`config.mk`:
```
export PLATFORM = sky130hd
export DESIGN_NAME = nx_indirect_access_cntrl_mt
export DESIGN_NICKNAME = d
export VERILOG_FILES = /design/src/rtl/nx_indirect_access_cntrl_mt.sv
export SDC_FILE = /design/constraint.sdc
export NUM_CORES = 1
export LEC_CHECK = 0
export ABC_AREA = 1
export CORE_AREA = 5 5 181 183
export DETAILED_ROUTE_END_ITERATION = 12
export DIE_AREA = 0 0 186 188
export DONT_BUFFER_PORTS = 1
export GPL_TIMING_DRIVEN = 0
export PLACE_DENSITY = 0.6
export SLEW_MARGIN = 20
export SYNTH_ARGS = -nofsm -noshare
export SYNTH_HDL_FRONTEND = slang
export SYNTH_SLANG_ARGS = --single-unit
```
`constraint.sdc`:
```
create_clock -name clk -period 9.7 [get_ports clk]
set_input_delay 1.94 -clock clk [delete_from_list [all_inputs] [get_ports clk]]
set_output_delay 1.94 -clock clk [all_outputs]
set_load 0.1 [all_outputs]
```
`src/rtl/nx_indirect_access_cntrl_mt.sv`:
```
// Indirect register-to-memory access controller: a command register drives single,
// auto-increment and swept accesses into N_TABLES memories over one arbitrated port.
module nx_indirect_access_cntrl_mt #(
  parameter int N_REG_ADDR_BITS = 11,
  parameter logic [N_REG_ADDR_BITS-1:0] CMND_ADDRESS = 11'h170,
  parameter int N_DATA_BITS  = 96,
  parameter int N_ENTRIES    = 512,
  parameter int N_TABLES     = 4,
  parameter int N_TIMER_BITS = 6,
  parameter int RD_LATENCY   = 1,
  localparam int AW = $clog2(N_ENTRIES),
  localparam int TW = (N_TABLES > 1) ? $clog2(N_TABLES) : 1
) (
  input  logic                       clk,
  input  logic                       rst,
  input  logic                       wr_stb,
  input  logic [N_REG_ADDR_BITS-1:0] reg_addr,
  input  logic [3:0]                 cmnd_op,
  input  logic [AW-1:0]              cmnd_addr,
  input  logic [TW-1:0]              cmnd_table_id,
  input  logic [N_TABLES*AW-1:0]     addr_limit,
  input  logic [N_DATA_BITS-1:0]     wr_dat,
  output logic [N_DATA_BITS-1:0]     rd_dat,
  output logic [2:0]                 stat_code,
  output logic [AW-1:0]              stat_addr,
  output logic [TW-1:0]              stat_table_id,
  output logic                       enable,
  output logic                       sw_cs,
  output logic                       sw_we,
  output logic [AW-1:0]              sw_add,
  output logic [TW-1:0]              sw_table_id,
  output logic [N_DATA_BITS-1:0]     sw_wdat,
  input  logic [N_DATA_BITS-1:0]     sw_rdat,
  input  logic                       grant,
  output logic                       yield
);

  localparam int LW = (RD_LATENCY > 1) ? $clog2(RD_LATENCY) : 1;

  localparam logic [3:0] OP_NOP = 4'd0, OP_READ = 4'd1, OP_WRITE = 4'd2, OP_ENABLE = 4'd3,
                         OP_DISABLE = 4'd4, OP_RESET = 4'd5, OP_INIT = 4'd6,
                         OP_READ_NEXT = 4'd7, OP_SIM_TMO = 4'd14, OP_ACK_ERROR = 4'd15;

  localparam logic [2:0] ST_RDY = 3'd0, ST_BSY = 3'd1, ST_TMO = 3'd2, ST_OVR = 3'd3,
                         ST_NXM = 3'd4, ST_UOP = 3'd5, ST_PDN = 3'd7;

  typedef enum logic [3:0] {
    POWERDOWN, READY, ERROR, DO_WRITE, DO_READ, READ_WAIT, READ_DONE, DO_RESET, DO_INIT
  } state_t;

  state_t                  state_q, state_d;
  logic [2:0]              stat_code_q, stat_code_d;
  logic                    enable_q, enable_d;
  logic [N_DATA_BITS-1:0]  rd_dat_q, rd_dat_d;
  logic                    sw_cs_q, sw_cs_d, sw_we_q, sw_we_d;
  logic [AW-1:0]           sw_add_q, sw_add_d;
  logic [TW-1:0]           sw_table_id_q, sw_table_id_d;
  logic [N_DATA_BITS-1:0]  sw_wdat_q, sw_wdat_d;
  logic [TW-1:0]           stat_table_id_q, stat_table_id_d;
  logic [N_TIMER_BITS-1:0] timer_q, timer_d;
  logic                    sim_tmo_q, sim_tmo_d;
  logic [AW-1:0]           rd_ptr_q, rd_ptr_d;
  logic [LW-1:0]           lat_q, lat_d;
  logic [AW-1:0]           end_q, end_d;

  function automatic logic [AW-1:0] limit_of(input logic [TW-1:0] tid);
    logic [AW-1:0] r;
    r = '0;
    for (int t = 0; t < N_TABLES; t++)
      if (int'(tid) == t) r = addr_limit[t*AW +: AW];
    return r;
  endfunction

  logic                    cmd, eff_grant, op_known, op_passive, bad_addr, in_flight;
  logic [AW-1:0]           cmd_limit, chk_addr;
  logic [N_TIMER_BITS-1:0] timer_inc;

  assign cmd        = wr_stb && (reg_addr == CMND_ADDRESS);
  assign eff_grant  = grant && !sim_tmo_q;
  assign cmd_limit  = limit_of(cmnd_table_id);
  assign chk_addr   = (cmnd_op == OP_READ_NEXT) ? rd_ptr_q : cmnd_addr;
  assign op_passive = (cmnd_op == OP_NOP) || (cmnd_op == OP_SIM_TMO);
  assign bad_addr   = !op_passive && ((int'(cmnd_table_id) >= N_TABLES) || (chk_addr > cmd_limit));
  assign timer_inc  = timer_q + 1'b1;
  assign in_flight  = (state_q == DO_WRITE) || (state_q == DO_READ) || (state_q == DO_RESET) ||
                      (state_q == DO_INIT) || (state_q == READ_WAIT) || (state_q == READ_DONE);

  always_comb begin
    op_known = 1'b1;
    if ((cmnd_op > OP_READ_NEXT) && (cmnd_op != OP_SIM_TMO) && (cmnd_op != OP_ACK_ERROR))
      op_known = 1'b0;
  end

  // Next-state logic; every output flop is loaded from the decision made here.
  always_comb begin
    logic   accept, tmo_hit;
    logic [2:0] err;
    state_d         = state_q;
    enable_d        = enable_q;
    rd_dat_d        = rd_dat_q;
    sw_add_d        = sw_add_q;
    sw_table_id_d   = sw_table_id_q;
    sw_wdat_d       = sw_wdat_q;
    stat_table_id_d = stat_table_id_q;
    timer_d         = '0;
    sim_tmo_d       = sim_tmo_q;
    rd_ptr_d        = rd_ptr_q;
    lat_d           = lat_q;
    end_d           = end_q;
    accept          = 1'b0;
    tmo_hit         = 1'b0;
    err             = ST_RDY;

    if (cmd && (cmnd_op == OP_SIM_TMO) && (state_q != POWERDOWN) && (state_q != ERROR))
      sim_tmo_d = 1'b1;

    case (state_q)
      POWERDOWN: begin
        rd_dat_d = wr_dat;
        if (cmd && (cmnd_op == OP_ENABLE)) begin
          state_d  = READY;
          enable_d = 1'b1;
        end
      end
      READY: begin
        if (cmd) begin
          if (!op_known) begin
            state_d = ERROR;
            err     = ST_UOP;
          end else if (bad_addr) begin
            state_d = ERROR;
            err     = ST_NXM;
          end else begin
            case (cmnd_op)
              OP_WRITE: begin
                state_d = DO_WRITE; accept = 1'b1;
                sw_add_d = cmnd_addr; sw_wdat_d = wr_dat;
              end
              OP_READ: begin
                state_d = DO_READ; accept = 1'b1;
                sw_add_d = cmnd_addr;
                rd_ptr_d = (cmnd_addr >= cmd_limit) ? '0 : cmnd_addr + 1'b1;
              end
              OP_READ_NEXT: begin
                state_d = DO_READ; accept = 1'b1;
                sw_add_d = rd_ptr_q;
                rd_ptr_d = (rd_ptr_q >= cmd_limit) ? '0 : rd_ptr_q + 1'b1;
              end
              OP_RESET: begin
                state_d = DO_RESET; accept = 1'b1;
                sw_add_d = '0; end_d = cmd_limit; sw_wdat_d = '0;
              end
              OP_INIT: begin
                state_d = DO_INIT; accept = 1'b1;
                sw_add_d = '0; end_d = cmnd_addr; sw_wdat_d = wr_dat;
              end
              OP_DISABLE: begin
                state_d  = POWERDOWN;
                enable_d = 1'b0;
              end
              default: ;
            endcase
          end
        end
      end
      ERROR: begin
        if (cmd && (cmnd_op == OP_ACK_ERROR))
          state_d = enable_q ? READY : POWERDOWN;
      end
      READ_WAIT: begin
        if (lat_q == '0) state_d = READ_DONE;
        else             lat_d   = lat_q - 1'b1;
      end
      READ_DONE: begin
        rd_dat_d = sw_rdat;
        state_d  = READY;
      end
      default: begin
        // Grant beats a timeout landing in the same cycle.
        if (eff_grant) begin
          case (state_q)
            DO_WRITE: state_d = READY;
            DO_READ: begin
              state_d = READ_WAIT;
              lat_d   = LW'(RD_LATENCY - 1);
            end
            default: begin
              if (sw_add_q == end_q) state_d  = READY;
              else                   sw_add_d = sw_add_q + 1'b1;
            end
          endcase
        end else if (&timer_inc) begin
          state_d   = ERROR;
          err       = ST_TMO;
          tmo_hit   = 1'b1;
          sim_tmo_d = 1'b0;
        end else begin
          timer_d = timer_inc;
        end
      end
    endcase

    if (in_flight && cmd && !op_passive) begin
      state_d = ERROR;
      err     = !op_known ? ST_UOP : bad_addr ? ST_NXM : tmo_hit ? ST_TMO : ST_OVR;
    end

    if (accept) begin
      stat_table_id_d = cmnd_table_id;
      sw_table_id_d   = cmnd_table_id;
    end

    case (state_d)
      POWERDOWN: stat_code_d = ST_PDN;
      READY:     stat_code_d = ST_RDY;
      ERROR:     stat_code_d = (state_q == ERROR) ? stat_code_q : err;
      default:   stat_code_d = ST_BSY;
    endcase

    sw_we_d = (state_d == DO_WRITE) || (state_d == DO_RESET) || (state_d == DO_INIT);
    sw_cs_d = sw_we_d || (state_d == DO_READ);
  end

  always_ff @(posedge clk or posedge rst) begin
    if (rst) begin
      state_q         <= POWERDOWN;
      stat_code_q     <= ST_PDN;
      enable_q        <= 1'b0;
      rd_dat_q        <= '0;
      sw_cs_q         <= 1'b0;
      sw_we_q         <= 1'b0;
      sw_add_q        <= '0;
      sw_table_id_q   <= '0;
      sw_wdat_q       <= '0;
      stat_table_id_q <= '0;
      timer_q         <= '0;
      sim_tmo_q       <= 1'b0;
      rd_ptr_q        <= '0;
      lat_q           <= '0;
      end_q           <= '0;
    end else begin
      state_q         <= state_d;
      stat_code_q     <= stat_code_d;
      enable_q        <= enable_d;
      rd_dat_q        <= rd_dat_d;
      sw_cs_q         <= sw_cs_d;
      sw_we_q         <= sw_we_d;
      sw_add_q        <= sw_add_d;
      sw_table_id_q   <= sw_table_id_d;
      sw_wdat_q       <= sw_wdat_d;
      stat_table_id_q <= stat_table_id_d;
      timer_q         <= timer_d;
      sim_tmo_q       <= sim_tmo_d;
      rd_ptr_q        <= rd_ptr_d;
      lat_q           <= lat_d;
      end_q           <= end_d;
    end
  end

  assign rd_dat        = rd_dat_q;
  assign stat_code     = stat_code_q;
  assign stat_addr     = limit_of(stat_table_id_q);
  assign stat_table_id = stat_table_id_q;
  assign enable        = enable_q;
  assign sw_cs         = sw_cs_q;
  assign sw_we         = sw_we_q;
  assign sw_add        = sw_add_q;
  assign sw_table_id   = sw_table_id_q;
  assign sw_wdat       = sw_wdat_q;
  assign yield         = timer_q[N_TIMER_BITS-1];

endmodule
```
==> impl_results.html, run 1 <==
<table>
<tr><th>Metric</th><th>Value</th></tr>
<tr><th colspan="2">Status</th></tr>
<tr><td>Outcome</td><td>complete, no violations</td></tr>
<tr><th colspan="2">GRT</th></tr>
<tr><td>Total Routing Usage GR</td><td>0.263</td></tr>
<tr><td>Vias in the first global route</td><td>12.0k</td></tr>
<tr><td>First-pass GRT wire length</td><td>71.9 mm</td></tr>
<tr><td>Overflow left after global routing</td><td>0</td></tr>
<tr><td>Pin count of the biggest net entering global routing</td><td>92</td></tr>
<tr><td>Antenna violations before repair</td><td>7</td></tr>
<tr><th colspan="2">Place</th></tr>
<tr><td>Detailed-placement wirelength estimate</td><td>37.2 mm</td></tr>
<tr><td>Placed cell areas</td><td>13600 um^2</td></tr>
<tr><td>Quantity of I/O buffers inserted on ports</td><td>0</td></tr>
<tr><td>Final estimated routing congestion in global placement</td><td>0.929</td></tr>
<tr><th colspan="2">Drt</th></tr>
<tr><td>Final wirelength</td><td>47.8 mm</td></tr>
<tr><td>Vias/cell</td><td>5.59</td></tr>
<tr><td>DRC marker count from the first detailed-route iteration</td><td>780</td></tr>
<tr><td>Final ANT Viol Nets</td><td>0</td></tr>
<tr><td>Number of vias in the routed layout</td><td>11.8k</td></tr>
<tr><td>DRC</td><td>0</td></tr>
<tr><td>Wire length per cell</td><td>22.6 um</td></tr>
<tr><td>Initial DRT Pass Iterations</td><td>6</td></tr>
<tr><th colspan="2">Clocking</th></tr>
<tr><td>Skew-Pair Late Insertion Delay</td><td>0.54 ns</td></tr>
<tr><td>Clock H-tree levels</td><td>1</td></tr>
<tr><td>Number of buffers between clock root and the deepest sink</td><td>3</td></tr>
<tr><td>Total CTS buffers</td><td>27</td></tr>
<tr><td>Clock tree from TritonCTS</td><td>done</td></tr>
<tr><td>Buffer count from post-CTS setup fixing</td><td>0</td></tr>
<tr><td>Quantity of hold-fixing buffers added after cts</td><td>0</td></tr>
<tr><td>Number of sinks driven by the clock tree</td><td>238</td></tr>
<tr><td>Clock edge transition at the registers on the reported setup and hold paths</td><td>0.06 ns</td></tr>
<tr><td>Clk Tree Root Cell</td><td>sky130_fd_sc_hd__clkbuf_16</td></tr>
<tr><td>Total of cells resized after clock tree synthesis</td><td>0</td></tr>
<tr><th colspan="2">Timing</th></tr>
<tr><td>Fmax</td><td>0.184 GHz</td></tr>
<tr><td>Hold_ws</td><td>0.508 ns</td></tr>
<tr><td>Max Transition Viols Final</td><td>0</td></tr>
<tr><td>Final cycle utilization of the critical path</td><td>0.560</td></tr>
<tr><td>Number of hold violations in the final report</td><td>0</td></tr>
<tr><td>Final setup skew</td><td>0.0109 ns</td></tr>
<tr><td>RSZ-0062 raised after global routing</td><td>no</td></tr>
<tr><td>Slew Limit Headroom</td><td>0.208</td></tr>
<tr><td>Min cycle time layout</td><td>5.43 ns</td></tr>
<tr><td>Total of endpoints with negative setup slack in the final report</td><td>0</td></tr>
<tr><td>Measured slew at the worst slew-check pin</td><td>1.19 ns</td></tr>
<tr><th colspan="2">Cells and area</th></tr>
<tr><td>Layout overhead on the synthesized area</td><td>11.1%</td></tr>
<tr><td>FF/Latch Area</td><td>5960 um^2</td></tr>
<tr><td>Combined area of the multi-input logic cells</td><td>5580 um^2</td></tr>
<tr><td>Finished Core Util</td><td>0.466</td></tr>
<tr><td>Share of post-route cells with drive strength above 1</td><td>0.0762</td></tr>
<tr><td>Final nets</td><td>1976</td></tr>
<tr><td>Number of filler instances in the final layout</td><td>3140</td></tr>
<tr><td>Most common cell after layout, fill and taps aside</td><td>sky130_fd_sc_hd__inv_1</td></tr>
<tr><td>Most used cells in the layout excluding fill and tap cells</td><td>287 x sky130_fd_sc_hd__inv_1, 273 x sky130_fd_sc_hd__nand2_1, 260 x sky130_fd_sc_hd__o21ai_0, 235 x sky130_fd_sc_hd__dfrtp_1, 152 x sky130_fd_sc_hd__nand3_1</td></tr>
<tr><td>Layout Cell Area excl Fill</td><td>14500 um^2</td></tr>
<tr><th colspan="2">Critical path</th></tr>
<tr><td>Worst setup startpoint</td><td>stat_table_id[0]</td></tr>
<tr><td>Critical register-to-register path startpoint</td><td>rd_ptr_q[5]</td></tr>
<tr><td>Critical Path Sink Type</td><td>output pin</td></tr>
<tr><td>Worst reg-to-reg setup slack</td><td>6.59 ns</td></tr>
<tr><td>CP required</td><td>7.76 ns</td></tr>
<tr><td>Number of cell instances on the worst register-to-register path</td><td>14</td></tr>
<tr><td>Critical path type</td><td>reg -&gt; out</td></tr>
<tr><td>Type of element launching the critical path</td><td>flop</td></tr>
<tr><td>Capturing instance or port of the critical path</td><td>stat_addr[1]</td></tr>
<tr><td>Maximum fanout along the worst path</td><td>10</td></tr>
<tr><td>Worst r2r dst</td><td>sw_wdat[77]</td></tr>
<tr><td>Endpoint arrival time on the critical path</td><td>3.49 ns</td></tr>
<tr><th colspan="2">Floorplan</th></tr>
<tr><td>Floorplan die height</td><td>188 um</td></tr>
<tr><td>Row count</td><td>65</td></tr>
<tr><td>Die area</td><td>35000 um^2</td></tr>
<tr><td>Core Box Area</td><td>31100 um^2</td></tr>
<tr><td>Count of boundary I/O pins</td><td>479</td></tr>
<tr><td>Initial cell density of the core</td><td>0.419</td></tr>
<tr><td>Horizontal die dimension</td><td>186 um</td></tr>
<tr><th colspan="2">Worst hold path</th></tr>
<tr><td>Tightest Hold Check Type</td><td>reg -&gt; reg</td></tr>
<tr><th colspan="2">Power and ir drop</th></tr>
<tr><td>Worst vdd rail ir drop</td><td>0.254 mV</td></tr>
<tr><td>Total chip power</td><td>0.00515 W</td></tr>
<tr><td>Areal power density over the cells</td><td>355 nW/um^2</td></tr>
<tr><td>Static Leakage</td><td>7.48 nW</td></tr>
<tr><th colspan="2">Job</th></tr>
<tr><td>Max-cap violations</td><td>0</td></tr>
<tr><th colspan="2">Yosys</th></tr>
<tr><td>Yosys warnings</td><td>0</td></tr>
<tr><td>Library cells used by synthesis</td><td>51</td></tr>
<tr><td>Post-synthesis register bit count</td><td>238</td></tr>
<tr><td>Net count of the mapped netlist</td><td>1945</td></tr>
<tr><td>Sequential share of the synthesized area</td><td>0.457</td></tr>
<tr><td>Syn Area/Cell</td><td>7.87 um^2</td></tr>
<tr><td>Cell area after synthesis</td><td>13000 um^2</td></tr>
<tr><td>Count of mapped cells out of synthesis</td><td>1655</td></tr>
</table>
[worst min path at each step]
stage	from	endpoint	slack, ns	cells after the start
final	end_q[7]	end_q[7]	0.51	2
after global routing	end_q[2]	end_q[2]	0.53	2
after CTS	end_q[7]	end_q[7]	0.51	2
after detailed placement	end_q[7]	end_q[7]	0.50	2
after global placement	end_q[6]	end_q[6]	0.49	2
after floorplan	end_q[1]	end_q[1]	0.47	2
[metal layers]
layer / GRT usage / share of wire
met3: 0.0861 / 0.097
met4: 0.0659 / 0.023
met5: 0 / 0.00056
met2: 0.443 / 0.49
met1: 0.326 / 0.39
[flip-flops by register name, summed over array words and instances (netlist names)]
register and flops:
rd_dat 96, sw_wdat 96, end_q 9, rd_ptr_q 9, sw_add 9, timer_q 6, state_q 4, stat_code 3
stat_table_id 2, enable 1, sim_tmo_q 1, sw_cs 1, sw_we 1
[through the flow]
| stage | instances | setup TNS [ns] | setup slack, ns |
|---|---|---|---|
| floorplan | 1655 | 0 | 1.23 |
| global placement | 2057 | -413.38 | -1.79 |
| detailed placement | 2059 | 0 | 4.12 |
| CTS | 2109 | 0 | 4.25 |
| global route | 2113 | 0 | 4.13 |
| finish | 2114 | 0 | 4.27 |
[cell usage after synthesis (all sizes together)]
library cell / instances / area [um^2]
a31oi: 1 / 6.26
ha: 32 / 400
dfrtp: 235 / 5880
a21o: 2 / 15.0
or2: 2 / 12.5
nor3: 14 / 96.4
o31ai: 1 / 7.51
a221oi: 6 / 52.6
a21boi: 1 / 7.51
o211ai: 6 / 45.0
o32ai: 2 / 17.5
o21a: 2 / 15.0
clkinv: 2 / 12.5
nand4: 15 / 93.8
a211oi: 1 / 7.51
xor2: 3 / 26.3
a21oi: 38 / 190
nor2: 73 / 279
clkbuf: 65 / 244
nand3: 153 / 771
nor4: 2 / 18.8
o211a: 1 / 10.0
nand3b: 4 / 30.0
o221ai: 4 / 35.0
o41ai: 3 / 26.3
nand2: 278 / 1060
o22ai: 102 / 801
inv: 295 / 1110
dfstp: 3 / 78.8
buf: 21 / 149
mux2i: 2 / 20.0
a22oi: 2 / 15.0
nor3b: 2 / 15.0
o21ai: 269 / 1370
xnor2: 11 / 96.3
o21bai: 2 / 15.0
[cell type report]
cell class,instances,share of cell area
buffer,86,0.0271
tap,402,0.0347
timing repair buffer,2,0.00380
clock inverter,13,0.00570
sequential,238,0.412
antenna,5,0.000864
clock buffer,37,0.0527
multi-input combinational,1034,0.386
inverter,297,0.0779
[worst max-delay path: stages, from the launching register on]
cell and delay (ns):
sky130_fd_sc_hd__dfrtp_1 0.96, sky130_fd_sc_hd__clkbuf_1 0.42, sky130_fd_sc_hd__nand2_1 0.22, sky130_fd_sc_hd__clkinv_1 0.28, sky130_fd_sc_hd__a221oi_1 0.09, sky130_fd_sc_hd__a21oi_2 0.97
[kinds of logic after synthesis]
| logic type | after synthesis | synth area share |
|---|---|---|
| simple gates | 543 | 0.182 |
| compound gates | 443 | 0.202 |
| buf+inv | 383 | 0.116 |
| flops | 238 | 0.457 |
| fa+ha+maj | 32 | 0.0307 |
| xor+xnor | 14 | 0.00941 |
| mux | 2 | 0.00154 |
[power by group]
part	total, W	leakage (nW)	internal [W]	switching, W
Combinational	0.00103	4.47	0.000335	0.000691
Sequential	0.00313	2.59	0.00120	0.00193
Clock	0.000990	0.423	0.000553	0.000437
No activity file was read; power rests on OpenSTA's default activity.
==> inputs of run 2 (changes only) <==
- PLACE_DENSITY: 0.6 -> 0.62
- clock period: 9.7 -> 4.9 ns (I/O delays scaled with it)
==> run 2 against run 1 <==
Net effect:
- utilization increased by 0.56 points
- clock-buffer cell count increased by 3
- critical endpoint unchanged
- largest cell class unchanged
- routed wire length decreased by 0.81%
- largest power group unchanged
- total power increased by 100%
- design area increased by 1.2%
- critical path type unchanged
- sequential share of layout area decreased by 0.49 points
- critical path depth decreased by 1
==> impl_results.html, run 2 (synthesized netlist as in run 1, its figures left out) <==
<table>
<tr><th>Metric</th><th>Value</th></tr>
<tr><th colspan="2">Clocking</th></tr>
<tr><td>Clk Tree Root Cell</td><td>sky130_fd_sc_hd__clkbuf_16</td></tr>
<tr><td>Skew-Pair Late Insertion Delay</td><td>0.55 ns (about the same)</td></tr>
<tr><td>Number of sinks driven by the clock tree</td><td>238 (unchanged)</td></tr>
<tr><td>Total CTS buffers</td><td>28 (+3.7%)</td></tr>
<tr><td>Clock H-tree levels</td><td>1 (unchanged)</td></tr>
<tr><td>Buffer count from post-CTS setup fixing</td><td>0 (unchanged)</td></tr>
<tr><td>Total of cells resized after clock tree synthesis</td><td>0 (unchanged)</td></tr>
<tr><td>Quantity of hold-fixing buffers added after cts</td><td>0 (unchanged)</td></tr>
<tr><td>Clock edge transition at the registers on the reported setup and hold paths</td><td>0.06 ns (about the same)</td></tr>
<tr><td>Number of buffers between clock root and the deepest sink</td><td>3 (unchanged)</td></tr>
<tr><td>Clock tree from TritonCTS</td><td>done</td></tr>
<tr><th colspan="2">Power and ir drop</th></tr>
<tr><td>Areal power density over the cells</td><td>705 nW/um^2 (+98%)</td></tr>
<tr><td>Worst vdd rail ir drop</td><td>0.647 mV (+150%)</td></tr>
<tr><td>Combinational power share</td><td>0.196 (-0.003)</td></tr>
<tr><td>Total chip power</td><td>0.0103 W (+100%)</td></tr>
<tr><td>Part of the total power dissipated in the clock network</td><td>0.200 (+0.008)</td></tr>
<tr><td>Static Leakage</td><td>7.55 nW (+0.97%)</td></tr>
<tr><td>Switching power</td><td>0.00605 W (+98%)</td></tr>
<tr><td>Int Pwr</td><td>0.00428 W (+100%)</td></tr>
<tr><td>Switching power share of the total</td><td>0.586 (-0.00817)</td></tr>
<tr><td>Sequential share of power</td><td>0.603 (-0.005)</td></tr>
<tr><th colspan="2">Cells and area</th></tr>
<tr><td>Layout Cell Area excl Fill</td><td>14700 um^2 (+1.2%)</td></tr>
<tr><td>Number of filler instances in the final layout</td><td>3091 (-1.6%)</td></tr>
<tr><td>Finished Core Util</td><td>0.472 (+0.00556)</td></tr>
<tr><td>Share of post-route cells with drive strength above 1</td><td>0.0784 (+0.00221)</td></tr>
<tr><td>FF/Latch Area</td><td>5960 um^2 (unchanged)</td></tr>
<tr><td>Most used cells in the layout excluding fill and tap cells</td><td>287 x sky130_fd_sc_hd__inv_1, 273 x sky130_fd_sc_hd__nand2_1, 260 x sky130_fd_sc_hd__o21ai_0, 235 x sky130_fd_sc_hd__dfrtp_1, 152 x sky130_fd_sc_hd__nand3_1</td></tr>
<tr><td>Layout overhead on the synthesized area</td><td>12.5%</td></tr>
<tr><td>Final instance count without filler cells</td><td>2115 (+0.047%)</td></tr>
<tr><td>Final nets</td><td>1983 (+0.35%)</td></tr>
<tr><td>Combined area of the multi-input logic cells</td><td>5590 um^2 (+0.13%)</td></tr>
<tr><td>Most common cell after layout, fill and taps aside</td><td>sky130_fd_sc_hd__inv_1</td></tr>
<tr><th colspan="2">Critical path</th></tr>
<tr><td>Endpoint arrival time on the critical path</td><td>3.43 ns (-0.06 ns)</td></tr>
<tr><td>Crit-path cells</td><td>inv_1 &gt; nor2_1 &gt; a221oi_1 &gt; a21oi_2</td></tr>
<tr><td>Type of element launching the critical path</td><td>flop</td></tr>
<tr><td>Dominant delay contributor by cell family on the critical path</td><td>compound AO/OA/AOI/OAI gates</td></tr>
<tr><td>CP max-delay cell</td><td>sky130_fd_sc_hd__dfrtp_1</td></tr>
<tr><td>Critical path type</td><td>reg -&gt; out</td></tr>
<tr><td>Largest incremental delay on the critical path</td><td>1.00 ns (+0.03 ns)</td></tr>
<tr><td>CP bufs+invs</td><td>1 (-1)</td></tr>
<tr><td>Maximum fanout along the worst path</td><td>9 (-1)</td></tr>
<tr><td>Critical Path Sink Type</td><td>output pin</td></tr>
<tr><td>CP required</td><td>3.92 ns (-3.84 ns)</td></tr>
<tr><th colspan="2">Drt</th></tr>
<tr><td>Final ANT Viol Nets</td><td>0 (unchanged)</td></tr>
<tr><td>Number of vias in the routed layout</td><td>12.0k (+1.4%)</td></tr>
<tr><td>Final wirelength</td><td>47.4 mm (-0.81%)</td></tr>
<tr><td>DRC</td><td>0 (unchanged)</td></tr>
<tr><td>DRC marker count from the first detailed-route iteration</td><td>984 (+26%)</td></tr>
<tr><td>Vias/cell</td><td>5.67 (+1.3%)</td></tr>
<tr><td>Initial DRT Pass Iterations</td><td>5 (-1)</td></tr>
<tr><td>Wire length per cell</td><td>22.4 um (-0.86%)</td></tr>
<tr><th colspan="2">Timing</th></tr>
<tr><td>Number of hold violations in the final report</td><td>0 (unchanged)</td></tr>
<tr><td>Measured slew at the worst slew-check pin</td><td>1.20 ns (+0.00753 ns)</td></tr>
<tr><td>Slew Limit Headroom</td><td>0.203 (-0.00501)</td></tr>
<tr><td>Final cycle utilization of the critical path</td><td>0.900</td></tr>
<tr><td>Total of endpoints with negative setup slack in the final report</td><td>0 (unchanged)</td></tr>
<tr><td>Max Transition Viols Final</td><td>0 (unchanged)</td></tr>
<tr><td>Fmax</td><td>0.227 GHz</td></tr>
<tr><td>Min cycle time layout</td><td>4.41 ns</td></tr>
<tr><td>RSZ-0062 raised after global routing</td><td>no</td></tr>
<tr><td>Final setup skew</td><td>0.0167 ns (+0.00577 ns)</td></tr>
<tr><td>Fin worst setup slack</td><td>0.489 ns (-3.78 ns)</td></tr>
<tr><th colspan="2">GRT</th></tr>
<tr><td>Vias in the first global route</td><td>12.0k (-0.10%)</td></tr>
<tr><td>Total Routing Usage GR</td><td>0.260 (-0.00293)</td></tr>
<tr><td>Overflow left after global routing</td><td>0 (unchanged)</td></tr>
<tr><td>Antenna violations before repair</td><td>9 (+2)</td></tr>
<tr><td>First-pass GRT wire length</td><td>71.3 mm (-0.83%)</td></tr>
<tr><td>Pin count of the biggest net entering global routing</td><td>35 (-62%)</td></tr>
<tr><th colspan="2">Floorplan</th></tr>
<tr><td>Horizontal die dimension</td><td>186 um (unchanged)</td></tr>
<tr><td>Count of boundary I/O pins</td><td>479 (unchanged)</td></tr>
<tr><td>Die area</td><td>35000 um^2 (unchanged)</td></tr>
<tr><td>Floorplan die height</td><td>188 um (unchanged)</td></tr>
<tr><td>Initial cell density of the core</td><td>0.419 (unchanged)</td></tr>
<tr><td>Core Box Area</td><td>31100 um^2 (unchanged)</td></tr>
<tr><td>Row count</td><td>65 (unchanged)</td></tr>
<tr><th colspan="2">Place</th></tr>
<tr><td>Placed cell areas</td><td>13700 um^2 (+0.80%)</td></tr>
<tr><td>Quantity of I/O buffers inserted on ports</td><td>0 (unchanged)</td></tr>
<tr><td>Final estimated routing congestion in global placement</td><td>0.938 (+0.99%)</td></tr>
<tr><td>Detailed-placement wirelength estimate</td><td>37.1 mm (-0.33%)</td></tr>
<tr><td>Worst setup slack before clock tree synthesis</td><td>0.269 ns (-3.86 ns)</td></tr>
<tr><td>Number of placed instances, taps included</td><td>2065 (+0.29%)</td></tr>
<tr><th colspan="2">Worst hold path</th></tr>
<tr><td>Tightest Hold Check Type</td><td>in -&gt; async</td></tr>
<tr><th colspan="2">Status</th></tr>
<tr><td>Outcome</td><td>complete, no violations</td></tr>
<tr><th colspan="2">Job</th></tr>
<tr><td>Max-cap violations</td><td>0 (unchanged)</td></tr>
</table>
-- run 2: cell count changes in the layout (fill, tap and decap cells not counted), sizes merged --
cell,change
buf,+6
clkinv,-6
bufinv,+1
inv,-2
diode,-2
clkinvlp,+1
clkbuf,+3
-- run 2: per-stage QoR --
step,TNS [ns],hold slack (ns)
5_1_grt,0,0.409
4_1_cts,0,0.371
2_1_floorplan,0,0.473
6_report,0,0.379
3_5_place_dp,0,0.500
3_3_place_gp,-149.41,0.493
-- run 2: power by group through the flow --
stage | Combinational, W | Sequential, W | Clock [W]
CTS | 0.00203 | 0.00624 | 0.00211
floorplan | 0.00151 | 0.00601 | 0
finish | 0.00203 | 0.00623 | 0.00207
global route | 0.00235 | 0.00629 | 0.00219
detailed placement | 0.00204 | 0.00626 | 0
global placement | 0.00195 | 0.00628 | 0
-- run 2: path summary, 6_finish.rpt --
path                                       start            to  slack (ns)  cells past startpoint
min in group clk                        end_q[8]      end_q[8]        0.51                      2
max in group asynchronous                    rst   sw_wdat[15]        2.86                      7
worst min-delay path                         rst    rd_dat[66]        0.38                      1
worst min register to register          end_q[8]      end_q[8]        0.51                      2
worst max register to register       rd_ptr_q[5]   sw_wdat[77]        1.86                     14
worst max-delay path            stat_table_id[1]  stat_addr[1]        0.49                      4
-- run 2: worst register-to-register path: cells and delay by family, from the launching register on --
kind | cells | cell delay, ns
simple gates | 8 | 1.21
compound gates | 2 | 0.23
fa+ha+maj | 1 | 0.29
flops | 1 | 0.46
buf+inv | 3 | 0.73
-- run 2: metal layers --
| metal | vias up | global-route usage | share of wire |
|---|---|---|---|
| met5 | - | 0 | 0.0021 |
| met4 | 12 | 0.0743 | 0.032 |
| met3 | 116 | 0.0867 | 0.094 |
| met2 | 506 | 0.429 | 0.48 |
| met1 | 5786 | 0.326 | 0.39 |
| li1 | 5562 | - | - |
-- run 2: final cells by class --
cell class,count,area share
diodes,3,0.000512
plain buffers,86,0.0268
clock buffers,40,0.0571
clock inverters,7,0.00478
inverters,297,0.0767
multi-input cells,1034,0.382
flip-flops and latches,238,0.407
well taps,402,0.0343
repair buffers,8,0.0114
==> inputs of run 3 (changes only) <==
- CTS_CLUSTER_DIAMETER: default -> 30
- PLACE_DENSITY: 0.62 -> default
- PLACE_DENSITY_LB_ADDON: default -> 0.15
==> run 3 against run 2 <==
Net effect:
- via count rose by 0.70%
- critical path type unchanged
- first-iteration DRC count decreased by 22%
- design area increased by 8.6%
- sequential cell count is the same
- routed wire length increased by 1.2%
- worst setup slack worse by 0.026 ns
- utilization increased by 4.1 points
- total power is 20% higher
- clock-buffer cell count is 38 higher
==> impl_results.html, run 3 (synthesized netlist as in run 1, its figures left out) <==
<table>
<tr><th>Metric</th><th>Value</th></tr>
<tr><th colspan="2">Drt</th></tr>
<tr><td>Initial DRT Pass Iterations</td><td>5 (unchanged)</td></tr>
<tr><td>DRC</td><td>0 (unchanged)</td></tr>
<tr><td>Final wirelength</td><td>48.0 mm (+1.2%)</td></tr>
<tr><td>DRC marker count from the first detailed-route iteration</td><td>768 (-22%)</td></tr>
<tr><td>Number of vias in the routed layout</td><td>12.1k (+0.70%)</td></tr>
<tr><td>Final ANT Viol Nets</td><td>0 (unchanged)</td></tr>
<tr><td>Vias/cell</td><td>5.53 (-2.3%)</td></tr>
<tr><td>Wire length per cell</td><td>22.0 um (-1.8%)</td></tr>
<tr><th colspan="2">Job</th></tr>
<tr><td>Max-cap violations</td><td>0 (unchanged)</td></tr>
<tr><th colspan="2">Critical path</th></tr>
<tr><td>Worst reg-to-reg setup slack</td><td>1.94 ns (+0.08 ns)</td></tr>
<tr><td>Critical Path Sink Type</td><td>output pin</td></tr>
<tr><td>CP required</td><td>3.92 ns (about the same)</td></tr>
<tr><td>CP bufs+invs</td><td>2 (+1)</td></tr>
<tr><td>CP max-delay cell</td><td>sky130_fd_sc_hd__a21oi_2</td></tr>
<tr><td>Crit-path cells</td><td>clkbuf_1 &gt; nand2_1 &gt; clkinv_1 &gt; a221oi_1 &gt; a21oi_2</td></tr>
<tr><td>Critical register-to-register path startpoint</td><td>rd_ptr_q[5]</td></tr>
<tr><td>Worst r2r dst</td><td>sw_wdat[77]</td></tr>
<tr><td>Maximum fanout along the worst path</td><td>10 (+1)</td></tr>
<tr><td>Dominant delay contributor by cell family on the critical path</td><td>compound AO/OA/AOI/OAI gates</td></tr>
<tr><td>Type of element launching the critical path</td><td>flop</td></tr>
<tr><td>Endpoint arrival time on the critical path</td><td>3.46 ns (+0.03 ns)</td></tr>
<tr><td>Largest incremental delay on the critical path</td><td>0.97 ns (-0.03 ns)</td></tr>
<tr><td>Critical path type</td><td>reg -&gt; out</td></tr>
<tr><td>Number of cell instances on the worst register-to-register path</td><td>14 (unchanged)</td></tr>
<tr><th colspan="2">Worst hold path</th></tr>
<tr><td>Tightest Hold Check Type</td><td>in -&gt; async</td></tr>
<tr><th colspan="2">Cells and area</th></tr>
<tr><td>Layout Cell Area excl Fill</td><td>15900 um^2 (+8.6%)</td></tr>
<tr><td>Most common cell after layout, fill and taps aside</td><td>sky130_fd_sc_hd__inv_1</td></tr>
<tr><td>FF/Latch Area</td><td>5960 um^2 (unchanged)</td></tr>
<tr><td>Most used cells in the layout excluding fill and tap cells</td><td>287 x sky130_fd_sc_hd__inv_1, 273 x sky130_fd_sc_hd__nand2_1, 260 x sky130_fd_sc_hd__o21ai_0, 235 x sky130_fd_sc_hd__dfrtp_1, 152 x sky130_fd_sc_hd__nand3_1</td></tr>
<tr><td>Share of post-route cells with drive strength above 1</td><td>0.110 (+0.0320)</td></tr>
<tr><td>Finished Core Util</td><td>0.512 (+0.0407)</td></tr>
<tr><td>Final nets</td><td>2015 (+1.6%)</td></tr>
<tr><td>Combined area of the multi-input logic cells</td><td>5580 um^2 (-0.13%)</td></tr>
<tr><td>Number of filler instances in the final layout</td><td>3048 (-1.4%)</td></tr>
<tr><td>Layout overhead on the synthesized area</td><td>22.2%</td></tr>
<tr><th colspan="2">Floorplan</th></tr>
<tr><td>Die area</td><td>35000 um^2 (unchanged)</td></tr>
<tr><td>Horizontal die dimension</td><td>186 um (unchanged)</td></tr>
<tr><td>Count of boundary I/O pins</td><td>479 (unchanged)</td></tr>
<tr><td>Floorplan die height</td><td>188 um (unchanged)</td></tr>
<tr><td>Core Box Area</td><td>31100 um^2 (unchanged)</td></tr>
<tr><td>Row count</td><td>65 (unchanged)</td></tr>
<tr><td>Initial cell density of the core</td><td>0.419 (unchanged)</td></tr>
<tr><th colspan="2">Clocking</th></tr>
<tr><td>Clock tree from TritonCTS</td><td>done</td></tr>
<tr><td>Clk Tree Root Cell</td><td>sky130_fd_sc_hd__clkbuf_16</td></tr>
<tr><td>Number of sinks driven by the clock tree</td><td>238 (unchanged)</td></tr>
<tr><td>Skew-Pair Late Insertion Delay</td><td>0.57 ns (+0.02 ns)</td></tr>
<tr><td>Buffer count from post-CTS setup fixing</td><td>0 (unchanged)</td></tr>
<tr><td>Clock H-tree levels</td><td>2 (+1)</td></tr>
<tr><td>Clock edge transition at the registers on the reported setup and hold paths</td><td>0.04 ns (-0.02 ns)</td></tr>
<tr><td>Number of buffers between clock root and the deepest sink</td><td>3 (unchanged)</td></tr>
<tr><td>Total of cells resized after clock tree synthesis</td><td>0 (unchanged)</td></tr>
<tr><td>Total CTS buffers</td><td>60 (+110%)</td></tr>
<tr><td>Quantity of hold-fixing buffers added after cts</td><td>0 (unchanged)</td></tr>
<tr><th colspan="2">Timing</th></tr>
<tr><td>Number of hold violations in the final report</td><td>0 (unchanged)</td></tr>
<tr><td>Max Transition Viols Final</td><td>0 (unchanged)</td></tr>
<tr><td>RSZ-0062 raised after global routing</td><td>no</td></tr>
<tr><td>Final setup skew</td><td>0.0187 ns (+0.00199 ns)</td></tr>
<tr><td>Total of endpoints with negative setup slack in the final report</td><td>0 (unchanged)</td></tr>
<tr><td>Measured slew at the worst slew-check pin</td><td>1.20 ns (+0.00111 ns)</td></tr>
<tr><td>Final cycle utilization of the critical path</td><td>0.906 (+0.00540)</td></tr>
<tr><td>Total negative slack</td><td>0 ns (unchanged)</td></tr>
<tr><td>Slew Limit Headroom</td><td>0.202 (-0.000739)</td></tr>
<tr><td>Min cycle time layout</td><td>4.44 ns (+0.0265 ns)</td></tr>
<tr><td>Fmax</td><td>0.225 GHz (-0.60%)</td></tr>
<tr><th colspan="2">Place</th></tr>
<tr><td>Placed cell areas</td><td>13700 um^2 (about the same)</td></tr>
<tr><td>Final estimated routing congestion in global placement</td><td>0.926 (-1.2%)</td></tr>
<tr><td>Quantity of I/O buffers inserted on ports</td><td>0 (unchanged)</td></tr>
<tr><td>Detailed-placement wirelength estimate</td><td>37.1 mm (+0.16%)</td></tr>
<tr><th colspan="2">Power and ir drop</th></tr>
<tr><td>Worst vdd rail ir drop</td><td>0.548 mV (-15%)</td></tr>
<tr><td>Areal power density over the cells</td><td>782 nW/um^2 (+11%)</td></tr>
<tr><td>Static Leakage</td><td>8.15 nW (+7.9%)</td></tr>
<tr><th colspan="2">GRT</th></tr>
<tr><td>Antenna violations before repair</td><td>6 (-3)</td></tr>
<tr><td>Total Routing Usage GR</td><td>0.266 (+0.00629)</td></tr>
<tr><td>First-pass GRT wire length</td><td>72.7 mm (+2.1%)</td></tr>
<tr><td>Pin count of the biggest net entering global routing</td><td>34 (-2.9%)</td></tr>
<tr><td>Vias in the first global route</td><td>12.1k (+1.5%)</td></tr>
<tr><td>Overflow left after global routing</td><td>0 (unchanged)</td></tr>
<tr><th colspan="2">Status</th></tr>
<tr><td>Outcome</td><td>complete, no violations</td></tr>
</table>
run 3: area by class of cell:
type                    instances  share of cell area
diodes                          2            0.000314
clock inverters                35              0.0310
flip-flops and latches        238               0.374
inverters                     297              0.0706
well taps                     402              0.0316
repair buffers                  8              0.0110
clock buffers                  78               0.106
multi-input cells            1034               0.351
plain buffers                  86              0.0247
run 3: metal layers:
layer,part of all wire,track usage
met5,0.00096,0
met1,0.40,0.341
met4,0.030,0.0872
met3,0.094,0.0908
met2,0.47,0.424
run 3: report_power, final:
group | leakage (nW) | switching (W) | internal [W] | total, W
registers | 2.59 | 0.00382 | 0.00238 | 0.00620
logic | 4.52 | 0.00138 | 0.000673 | 0.00205
clock network | 1.04 | 0.00126 | 0.00293 | 0.00419
run 3: how the worst max path moves through the flow:
stage | start | end | slack, ns | depth (start not counted)
global route | stat_table_id[0] | stat_addr[1] | 0.29 | 5
floorplan | stat_table_id[0] | stat_addr[0] | 0.71 | 5
CTS | stat_table_id[0] | stat_addr[1] | 0.44 | 5
finish | stat_table_id[0] | stat_addr[1] | 0.46 | 5
global placement | rst | rd_dat[18] | -0.76 | 1
detailed placement | cmnd_table_id[1] | sw_wdat[78] | 0.36 | 17
run 3: per-stage QoR:
stage                     hold WS [ns]  setup WS [ns]  std cells  power [W]
after floorplan                  0.473          0.714       1655    0.00751
after detailed placement         0.496          0.359       2065    0.00827
final                            0.369          0.462       2180     0.0124
after CTS                        0.357          0.439       2178     0.0125
after global placement           0.490         -0.763       2057    0.00823
after global routing             0.386          0.289       2180     0.0130
